File: src/rtl/gif_scheduler_if.sv
// gif_scheduler_if
//   Groups the key inputs and the matrix-control outputs of gif_scheduler.
//   Signals:
//     key_next_n, key_prev_n, key_off_n : raw active-low mode keys
//     enable[3:0] : one-hot gif enable (4'b0000 = no animation owns the matrix)
//     leds[3:0]   : status display, one-hot of selected/target animation
//     busy        : high while blanking between animations
//   Modports:
//     master : key source / output observer (board top or testbench)
//     slave  : the scheduler itself
interface gif_scheduler_if;
    logic       key_next_n;
    logic       key_prev_n;
    logic       key_off_n;
    logic [3:0] enable;
    logic [3:0] leds;
    logic       busy;

    modport master (
        output key_next_n, key_prev_n, key_off_n,
        input  enable, leds, busy
    );

    modport slave (
        input  key_next_n, key_prev_n, key_off_n,
        output enable, leds, busy
    );
endinterface

File: src/rtl/gif_scheduler.sv
// gif_scheduler
//   Sequences four gif animation instances that share the LED matrix.
//   Debounces the mode keys, drives a strictly one-hot enable toward the gif
//   instances, inserts an all-off blanking gap on every switch and shows the
//   selected animation on the status LEDs.
//   Ports:
//     CLOCK_50  in   system clock, all logic on rising edge
//     reset     in   synchronous active-high reset
//     bus       gif_scheduler_if.slave (keys in; enable/leds/busy out, all registered)
//     state_o   out  FSM state for debug: 0=OFF, 1=BLANK, 2=SHOW
//   Optional feature: define GIF_AUTO_CYCLE_EN to auto-advance to the next
//   animation after DWELL_CYCLES in SHOW without a key press.
module gif_scheduler #(
    parameter int DEBOUNCE_CYCLES = 1_000_000,
    parameter int BLANK_CYCLES    = 50_000,
    parameter int DWELL_CYCLES    = 250_000_000
) (
    input  logic            CLOCK_50,
    input  logic            reset,
    gif_scheduler_if.slave  bus,
    output logic [1:0]      state_o
);

    localparam int DB_W = (DEBOUNCE_CYCLES > 1) ? $clog2(DEBOUNCE_CYCLES) : 1;
    localparam int BL_W = (BLANK_CYCLES > 1) ? $clog2(BLANK_CYCLES) : 1;
    localparam logic [DB_W-1:0] DB_LAST = DB_W'(DEBOUNCE_CYCLES - 1);
    localparam logic [BL_W-1:0] BL_LAST = BL_W'(BLANK_CYCLES - 1);

    typedef enum logic [1:0] {
        ST_OFF   = 2'd0,
        ST_BLANK = 2'd1,
        ST_SHOW  = 2'd2
    } state_e;

    // Key bit order: 0 = next, 1 = prev, 2 = off.
    logic [2:0]      keys_raw;
    logic [2:0]      sync1_q, sync2_q;
    logic [2:0]      db_q, db_d;
    logic [DB_W-1:0] db_cnt_q [3];
    logic [DB_W-1:0] db_cnt_d [3];
    logic [2:0]      press;

    state_e          state_q, state_d;
    logic [1:0]      index_q, index_d;
    logic [1:0]      target_q, target_d;
    logic [BL_W-1:0] blank_cnt_q, blank_cnt_d;
    logic [3:0]      enable_q, enable_d;
    logic [3:0]      leds_q, leds_d;
    logic            busy_q, busy_d;
    logic            ev_auto;

    assign keys_raw = {bus.key_off_n, bus.key_prev_n, bus.key_next_n};

    function automatic logic [3:0] onehot(input logic [1:0] idx);
        return 4'b0001 << idx;
    endfunction

    // Debounce: count while the synced level disagrees with the accepted
    // level; accept on the terminal count. A press is the accepted 1->0 edge,
    // flagged in the same cycle the accepted level changes.
    always_comb begin
        db_d  = db_q;
        press = 3'b000;
        for (int k = 0; k < 3; k++) begin
            db_cnt_d[k] = '0;
            if (sync2_q[k] != db_q[k]) begin
                if (db_cnt_q[k] == DB_LAST) begin
                    db_d[k]  = sync2_q[k];
                    press[k] = ~sync2_q[k];
                end else begin
                    db_cnt_d[k] = db_cnt_q[k] + 1'b1;
                end
            end
        end
    end

`ifdef GIF_AUTO_CYCLE_EN
    localparam int DW_W = (DWELL_CYCLES > 1) ? $clog2(DWELL_CYCLES) : 1;
    localparam logic [DW_W-1:0] DW_LAST = DW_W'(DWELL_CYCLES - 1);

    logic [DW_W-1:0] dwell_q, dwell_d;

    // Dwell only advances while SHOW is stable; any key press restarts it.
    assign ev_auto = (state_q == ST_SHOW) && (dwell_q == DW_LAST);

    always_comb begin
        dwell_d = dwell_q + 1'b1;
        if ((state_q != ST_SHOW) || (|press) || ev_auto) begin
            dwell_d = '0;
        end
    end

    always_ff @(posedge CLOCK_50) begin
        if (reset) begin
            dwell_q <= '0;
        end else begin
            dwell_q <= dwell_d;
        end
    end
`else
    logic unused_dwell;
    assign unused_dwell = ^DWELL_CYCLES;
    assign ev_auto      = 1'b0;
`endif

    // Next state. Priority off > next > prev > auto.
    always_comb begin
        state_d     = state_q;
        index_d     = index_q;
        target_d    = target_q;
        blank_cnt_d = '0;
        case (state_q)
            ST_OFF: begin
                if (press[0] || press[1]) begin
                    state_d  = ST_BLANK;
                    target_d = index_q;
                end
            end
            ST_SHOW: begin
                if (press[2]) begin
                    state_d = ST_OFF;
                end else if (press[0]) begin
                    state_d  = ST_BLANK;
                    target_d = index_q + 2'd1;
                end else if (press[1]) begin
                    state_d  = ST_BLANK;
                    target_d = index_q - 2'd1;
                end else if (ev_auto) begin
                    state_d  = ST_BLANK;
                    target_d = index_q + 2'd1;
                end
            end
            ST_BLANK: begin
                // next/prev are dropped here; only off can cut the gap short.
                if (press[2]) begin
                    state_d  = ST_OFF;
                    target_d = index_q;
                end else if (blank_cnt_q == BL_LAST) begin
                    state_d = ST_SHOW;
                    index_d = target_q;
                end else begin
                    blank_cnt_d = blank_cnt_q + 1'b1;
                end
            end
            default: begin
                state_d = ST_OFF;
            end
        endcase
    end

    // Outputs are registered from the next state so they line up with state_q.
    always_comb begin
        enable_d = 4'b0000;
        leds_d   = 4'b0000;
        busy_d   = 1'b0;
        case (state_d)
            ST_SHOW: begin
                enable_d = onehot(index_d);
                leds_d   = onehot(index_d);
            end
            ST_BLANK: begin
                leds_d = onehot(target_d);
                busy_d = 1'b1;
            end
            default: begin
                enable_d = 4'b0000;
            end
        endcase
    end

    always_ff @(posedge CLOCK_50) begin
        if (reset) begin
            sync1_q     <= 3'b111;
            sync2_q     <= 3'b111;
            db_q        <= 3'b111;
            for (int k = 0; k < 3; k++) begin
                db_cnt_q[k] <= '0;
            end
            state_q     <= ST_OFF;
            index_q     <= 2'd0;
            target_q    <= 2'd0;
            blank_cnt_q <= '0;
            enable_q    <= 4'b0000;
            leds_q      <= 4'b0000;
            busy_q      <= 1'b0;
        end else begin
            sync1_q     <= keys_raw;
            sync2_q     <= sync1_q;
            db_q        <= db_d;
            for (int k = 0; k < 3; k++) begin
                db_cnt_q[k] <= db_cnt_d[k];
            end
            state_q     <= state_d;
            index_q     <= index_d;
            target_q    <= target_d;
            blank_cnt_q <= blank_cnt_d;
            enable_q    <= enable_d;
            leds_q      <= leds_d;
            busy_q      <= busy_d;
        end
    end

    assign bus.enable = enable_q;
    assign bus.leds   = leds_q;
    assign bus.busy   = busy_q;
    assign state_o    = state_q;

endmodule
File: src/flat_wrapper.sv
// flat-port wrapper written by rule: the top's interface ports become plain ports
module gif_scheduler_flat 
#(
    parameter int DEBOUNCE_CYCLES = 1_000_000,
    parameter int BLANK_CYCLES    = 50_000,
    parameter int DWELL_CYCLES    = 250_000_000
)
  (CLOCK_50, reset, state_o, bus_key_next_n, bus_key_prev_n, bus_key_off_n, bus_enable, bus_leds, bus_busy);
  gif_scheduler_if bus_i ();
  input  logic CLOCK_50;
  input  logic reset;
  output logic [1:0] state_o;
  input wire logic [$bits(bus_i.key_next_n)-1:0] bus_key_next_n;
  input wire logic [$bits(bus_i.key_prev_n)-1:0] bus_key_prev_n;
  input wire logic [$bits(bus_i.key_off_n)-1:0] bus_key_off_n;
  output wire logic [$bits(bus_i.enable)-1:0] bus_enable;
  output wire logic [$bits(bus_i.leds)-1:0] bus_leds;
  output wire logic [$bits(bus_i.busy)-1:0] bus_busy;
  assign bus_i.key_next_n = bus_key_next_n;
  assign bus_i.key_prev_n = bus_key_prev_n;
  assign bus_i.key_off_n = bus_key_off_n;
  assign bus_enable = bus_i.enable;
  assign bus_leds = bus_i.leds;
  assign bus_busy = bus_i.busy;
  gif_scheduler #(.DEBOUNCE_CYCLES(DEBOUNCE_CYCLES), .BLANK_CYCLES(BLANK_CYCLES), .DWELL_CYCLES(DWELL_CYCLES)) u_core (.CLOCK_50(CLOCK_50), .reset(reset), .bus(bus_i), .state_o(state_o));
endmodule
File: config.mk
export PLATFORM = sky130hd
export DESIGN_NAME = gif_scheduler_flat
export DESIGN_NICKNAME = d
export VERILOG_FILES = /design/src/rtl/gif_scheduler_if.sv /design/src/rtl/gif_scheduler.sv /design/src/flat_wrapper.sv
export SDC_FILE = /design/constraint.sdc
export NUM_CORES = 1
export LEC_CHECK = 0
export ABC_AREA = 1
export ABC_CLOCK_PERIOD_IN_PS = 3500
export BUFFER_PORTS_ARGS = -buffer_cell sky130_fd_sc_hd__buf_2
export CORE_ASPECT_RATIO = 2
export CORE_MARGIN = 4
export CORE_UTILIZATION = 60
export CTS_BUF_LIST = sky130_fd_sc_hd__clkbuf_4 sky130_fd_sc_hd__clkbuf_8 sky130_fd_sc_hd__clkbuf_16
export DETAILED_ROUTE_END_ITERATION = 6
export GPL_TIMING_DRIVEN = 0
export HOLD_SLACK_MARGIN = 0.08
export PLACE_DENSITY = 0.86
export SYNTH_ARGS = -nofsm -noshare
export SYNTH_HDL_FRONTEND = slang
export SYNTH_SLANG_ARGS = --single-unit
export TNS_END_PERCENT = 100
File: constraint.sdc
create_clock -name CLOCK_50 -period 3.5 [get_ports CLOCK_50]
set_clock_uncertainty 0.05 [all_clocks]
set_input_delay 0.7 -clock CLOCK_50 [delete_from_list [all_inputs] [get_ports CLOCK_50]]
set_output_delay 0.7 -clock CLOCK_50 [all_outputs]
set_load 0.05 [all_outputs]
==> run metrics, run 1 <==
clock-pin transition on the worst setup and hold timing paths 0.06 ns; area leader, netlist dfxtp_1; FP Rows 46; Initial Util 61.55%; Power Internal 1.810 mW; H-tree levels 3; status finished, final reports clean; max-cap viol count 0; Crit. End Element flop; largest net degree at the start of global routing 16; Die Footprint 9679 µm²; setup TNS 0 ns; IO buf count 14; final worst slack 0.9553 ns; P per Cell Area 416.2 nW/µm²; switch share 19.03%; Final Max Tran Viols 0; Worst slew margin 63.00%; Comb pwr share 1.0%; via count 4173; CP Launch Type flop; Final setup viols 0; final WL 9.847 mm; Hold WC Path Type flop to flop; post-cts hold buffer count 0; Arr. time, crit path 2.77 ns; Slew @ Worst Pin 0.5520 ns; total gr overflow 0; cell count after placement 757; Leakage 2.027 nW; Cells after Synth 647; gp weighted congestion 0.9105; Hold WS 0.3650 ns; f_max 0.3930 GHz; antenna fix cells 0; crit share post-route 72.70%; Sink Count 100; top cells by count, synth nand2_1 (105), dfxtp_1 (100), nor2_1 (100); top post-synthesis cells by area dfxtp_1 (41%), nand2_1 (8.1%), nor2_1 (7.7%); I/O pins 16; Syn Nets 658; Die H 135.2 µm; Synth Cell Area 4853 µm²; Residual DRC 0; CTS tree yes; Area Overhead vs Synth 10.65%; DRT antenna net count 0; Final Hold Fails 0; Max clock buf depth 2; fin util 68.11%; top-count cell post-synth nand2_1; initial antenna violation count 0; Synth cell types 40; Total Power 2.235 mW; VDD IR max 0.3691 mV; layout cells sized above 1 15.36%; Synth Register Bits 100; EDFF count, synth 0; first-pass GRT wire length 16.91 mm; setup bufs post-CTS 0; WL per Instance 12.74 µm; fin cells 773; Std-Cell Core Area 7885 µm²; top_reg_cell synth dfxtp_1; post-route cell area 5370 µm²; Seq pwr share 51.2%; Syn Area/Cell 7.501 µm²; synth warn 0; Resized Gates After CTS 0; FFs w/ async S/R, synth 0%; post-DR vias/cell 5.398; Crit Path Class flop to flop; fin nets 683; later-pin clock latency in the skew report 0.34 ns; min cycle time layout 2.545 ns; maximum fanout along the worst path 6; sequential share of the synthesized area 41.25%; root buffer cell clkbuf_16; dpl ws 0.9625 ns; RSZ-0062 raised after global routing false; post-synth top area share 41.25%; drt pass-1 iters 4; CTS Buf Count 9; NetSw 0.4254 mW; Worst Path Required 3.72 ns; starting DRC count in detailed routing 265; power share of the clock group 47.8%; Tot GR Track Use 21.74%; dpl cell area 5044 µm²; dpl hpwl 7.543 mm; number of global-route vias before repair 4196; Die Span X 71.60 µm
## power groups by stage
stage | logic, mW | registers [mW] | clock network (mW)
final | 0.0233 | 1.14 | 1.07
after global routing | 0.0259 | 1.14 | 1.13
after CTS | 0.0235 | 1.14 | 1.08
after detailed placement | 0.0233 | 1.17 | 0
after global placement | 0.0224 | 1.17 | 0
after floorplan | 0.0163 | 1.17 | 0
## logic make-up after synthesis
| family | Yosys count | synth area share [%] |
|---|---|---|
| AOI/OAI and AO/OA | 48 | 5.388 |
| muxes | 1 | 0.2062 |
| DFF | 100 | 41.25 |
| xor gates and xnor gates | 24 | 4.331 |
| and+or+nand+nor | 364 | 39.01 |
| adders and majority gates | 6 | 1.547 |
| buffers and inverters | 104 | 8.275 |
## layer usage
| metal | GRT usage (%) | wire length (µm) |
|---|---|---|
| met1 | 19.31 | 3390 |
| met2 | 44.26 | 5853 |
| met5 | 0 | 0 |
| met3 | 4.160 | 304 |
| met4 | 9.937 | 299 |
## worst max-delay path, stage by stage, from the launching register on
cell	delay, ns
dfxtp_1	0.35
ha_1	0.18
nand2_1	0.06
inv_1	0.09
nand2_2	0.11
inv_1	0.10
nand4_1	0.19
nand2_2	0.16
nand2_2	0.08
o211ai_1	0.25
inv_1	0.11
ha_1	0.30
or2_2	0.33
a21oi_1	0.13
## cell usage in the layout (no fill, tap or decap), drive strengths merged
cell / count
o21ai: 7
nand2: 116
buf: 18
nand4: 23
nand3: 51
xnor2: 7
nor3b: 8
o211ai: 4
ha: 6
o21bai: 2
a21oi: 32
clkinvlp: 1
clkinv: 2
nor4: 10
nor2b: 1
or2: 9
and3: 4
bufinv: 2
nor3: 27
o21a: 2
inv: 95
and2: 1
nor2: 114
dfxtp: 100
mux2i: 1
a31oi: 1
clkbuf: 16
xor2: 17
## registers in the layout, summed over array words and instances (netlist names)
signal	cells
u_core.db_cnt_q	60
u_core.blank_cnt_q	16
u_core.bus.enable	4
u_core.bus.leds	4
u_core.db_q	3
u_core.sync1_q	3
u_core.sync2_q	3
u_core.index_q	2
u_core.state_o	2
u_core.target_q	2
u_core.bus.busy	1
## final cells by class
type                            count  area, µm²
Fill cell                         627       2515
Multi-Input combinational cell    443       2450
Sequential cell                   100       2002
Inverter                           96      360.3
Clock buffer                       12      254.0
Tap cell                           96      120.1
Clock inverter                      4      72.57
Timing Repair Buffer               14      70.07
Buffer                              8      41.29
## final timing paths
check                              start                  to  slack [ns]  cells after the start
setup / recovery  u_core.db_cnt_q[0][20]  u_core.bus.leds[3]        0.96                     13
setup reg to reg  u_core.db_cnt_q[0][20]  u_core.bus.leds[3]        0.96                     13
hold / removal         u_core.sync1_q[0]   u_core.sync2_q[0]        0.36                      1
hold reg to reg        u_core.sync1_q[0]   u_core.sync2_q[0]        0.36                      1
(Power assumes the default switching activity.)
==> run 2, diff against run 1 <==
ABC_CLOCK_PERIOD_IN_PS = 2100   (was 3500)
CORE_UTILIZATION = 56   (was 60)
PLACE_DENSITY = 0.85   (was 0.86)
clock period = 2.1 ns   (was 3.5 ns; I/O delays follow)
==> run 2 against run 1 <==
- the flow now finishes with violations (setup timing)
- cell area rose by 13%
- first-iteration DRC count up 63%
- clock-buffer cell count rose by 1
- hold slack worse by 0.16 ns
- clock power is 51% higher
==> run metrics, run 2 (same netlist as run 1, synthesis figures left out) <==
Hold Path Sink u_core.sync1_q[2]; Max clock buf depth 2; f_max 0.4092 GHz; biggest regs u_core.db_cnt_q x60, u_core.blank_cnt_q x16; largest net degree at the start of global routing 16; IO buf count 14; Die H 139.7 µm; I/O pins 16; Final Max Tran Viols 0; WL per Instance 16.36 µm; Worst R2R Path Depth 12; Sink Count 100; layout cells sized above 1 30.67%; Initial Util 58.12%; gp weighted congestion 0.9304; most frequent cells in the layout nand2_1 (96), nor2_1 (91), dfxtp_1 (79); most flop-heavy register u_core.db_cnt_q; Seq. cell area 2028 µm²; VDD IR max 0.5596 mV; crit share post-route 116.4%; most common cell after layout, fill and taps aside nand2_1; root buffer cell clkbuf_16; H-tree levels 3; CTS tree yes; Final setup viols 11; dpl cell area 5072 µm²; clock-pin transition on the worst setup and hold timing paths 0.07 ns; later-pin clock latency in the skew report 0.35 ns; worst hold path startpoint bus_key_off_n; post-DR vias/cell 5.806; dpl hpwl 7.147 mm; Crit Path Class flop to flop; maximum fanout along the worst path 4; Hold WS 0.2063 ns; Worst slew margin 62.41%; Residual DRC 0; max-cap viol count 0; worst reg2reg setup slack -0.34 ns; Arr. time, crit path 2.67 ns; violations in the final reports setup timing; P per Cell Area 590.4 nW/µm²; Std-Cell Core Area 8351 µm²; fin nets 733; Total Power 3.577 mW; final WL 13.50 mm; Worst Path Required 2.32 ns; drt pass-1 iters 5; hold-critical path depth 2; number of global-route vias before repair 4450; via count 4790; FP Rows 47; Area Overhead vs Synth 24.83%; Die Span X 73.83 µm; first-pass GRT wire length 18.84 mm; Die Footprint 10310 µm²; Fill cells 553; CP Launch Type flop; max reg flops 60; RSZ-0062 raised after global routing true; Leakage 2.399 nW; post-route cell area 6058 µm²; Crit. End Element flop; worst r2r src u_core.db_cnt_q[0][0]; post-cts hold buffer count 0; Final Hold Fails 0; Tot GR Track Use 22.85%; status finished with violations; Slew @ Worst Pin 0.5618 ns; Hold WC Path Type input port to flop; total gr overflow 0; final worst slack -0.3438 ns; CTS Buf Count 9; min cycle time layout 2.444 ns; footprint of the multi-input gates 2736 µm²; starting DRC count in detailed routing 431; DRT antenna net count 0; antenna fix cells 0; initial antenna violation count 0; Worst R2R End u_core.bus.leds[1]
run 2: worst max-delay path, cell delays in order (launching register included):
cell      delay [ns]
dfxtp_2         0.35
ha_4            0.15
nand3_4         0.09
nor3_4          0.29
nand3_4         0.16
nand2_4         0.12
nand2_2         0.07
o211ai_1        0.19
buf_4           0.18
inv_4           0.05
ha_4            0.20
or2_4           0.28
a21oi_1         0.18
run 2: metrics by stage:
stage	utilization (%)	setup slack (ns)	std cells	TNS [ns]
after floorplan	-	0.01236	647	0
after global placement	60.74	-0.2787	759	-1.478
after detailed placement	60.74	-0.3098	759	-1.787
after CTS	67.70	-0.09856	803	-0.3654
after global routing	72.55	-0.4490	825	-4.448
final	72.55	-0.3438	825	-2.159
run 2: worst max path at each step:
stage,slack (ns),startpoint,end
2_1_floorplan,0.01,u_core.db_cnt_q[0][20],u_core.bus.leds[3]
3_3_place_gp,-0.28,u_core.db_cnt_q[0][20],u_core.bus.leds[2]
3_5_place_dp,-0.31,u_core.db_cnt_q[0][20],u_core.bus.leds[0]
4_1_cts,-0.1,u_core.db_cnt_q[0][41],u_core.bus.leds[1]
5_1_grt,-0.45,u_core.db_cnt_q[0][24],u_core.bus.leds[1]
6_report,-0.34,u_core.db_cnt_q[0][0],u_core.bus.leds[1]
run 2: what timing repair did:
item	CTS	global route
buffers inserted	28	23
hold endpoints to repair	0	0
pin swaps	14	24
setup endpoints to repair	8	50
resized for setup	28	68
run 2: area by class of cell:
type                    count  area share (%)
plain buffers               8          0.8055
clock buffers              13           4.420
clock inverters             3          0.3511
inverters                  96           6.072
multi-input cells         443           45.17
flip-flops and latches    100           33.48
well taps                  98           2.024
repair buffers             64           7.683
run 2: per-layer routing:
layer | track usage [%] | vias up | share of wire (%)
met5 | 0 | - | 0
met4 | 11.08 | 0 | 5.7
met3 | 4.982 | 76 | 5.3
met2 | 43.40 | 243 | 55
met1 | 21.72 | 2244 | 34
li1 | - | 2227 | -
run 2: power by group:
group	switching (mW)	internal, mW
combinational	0.0317	0.0156
clock	0.726	0.896
sequential	0.00484	1.90
total	0.763	2.81
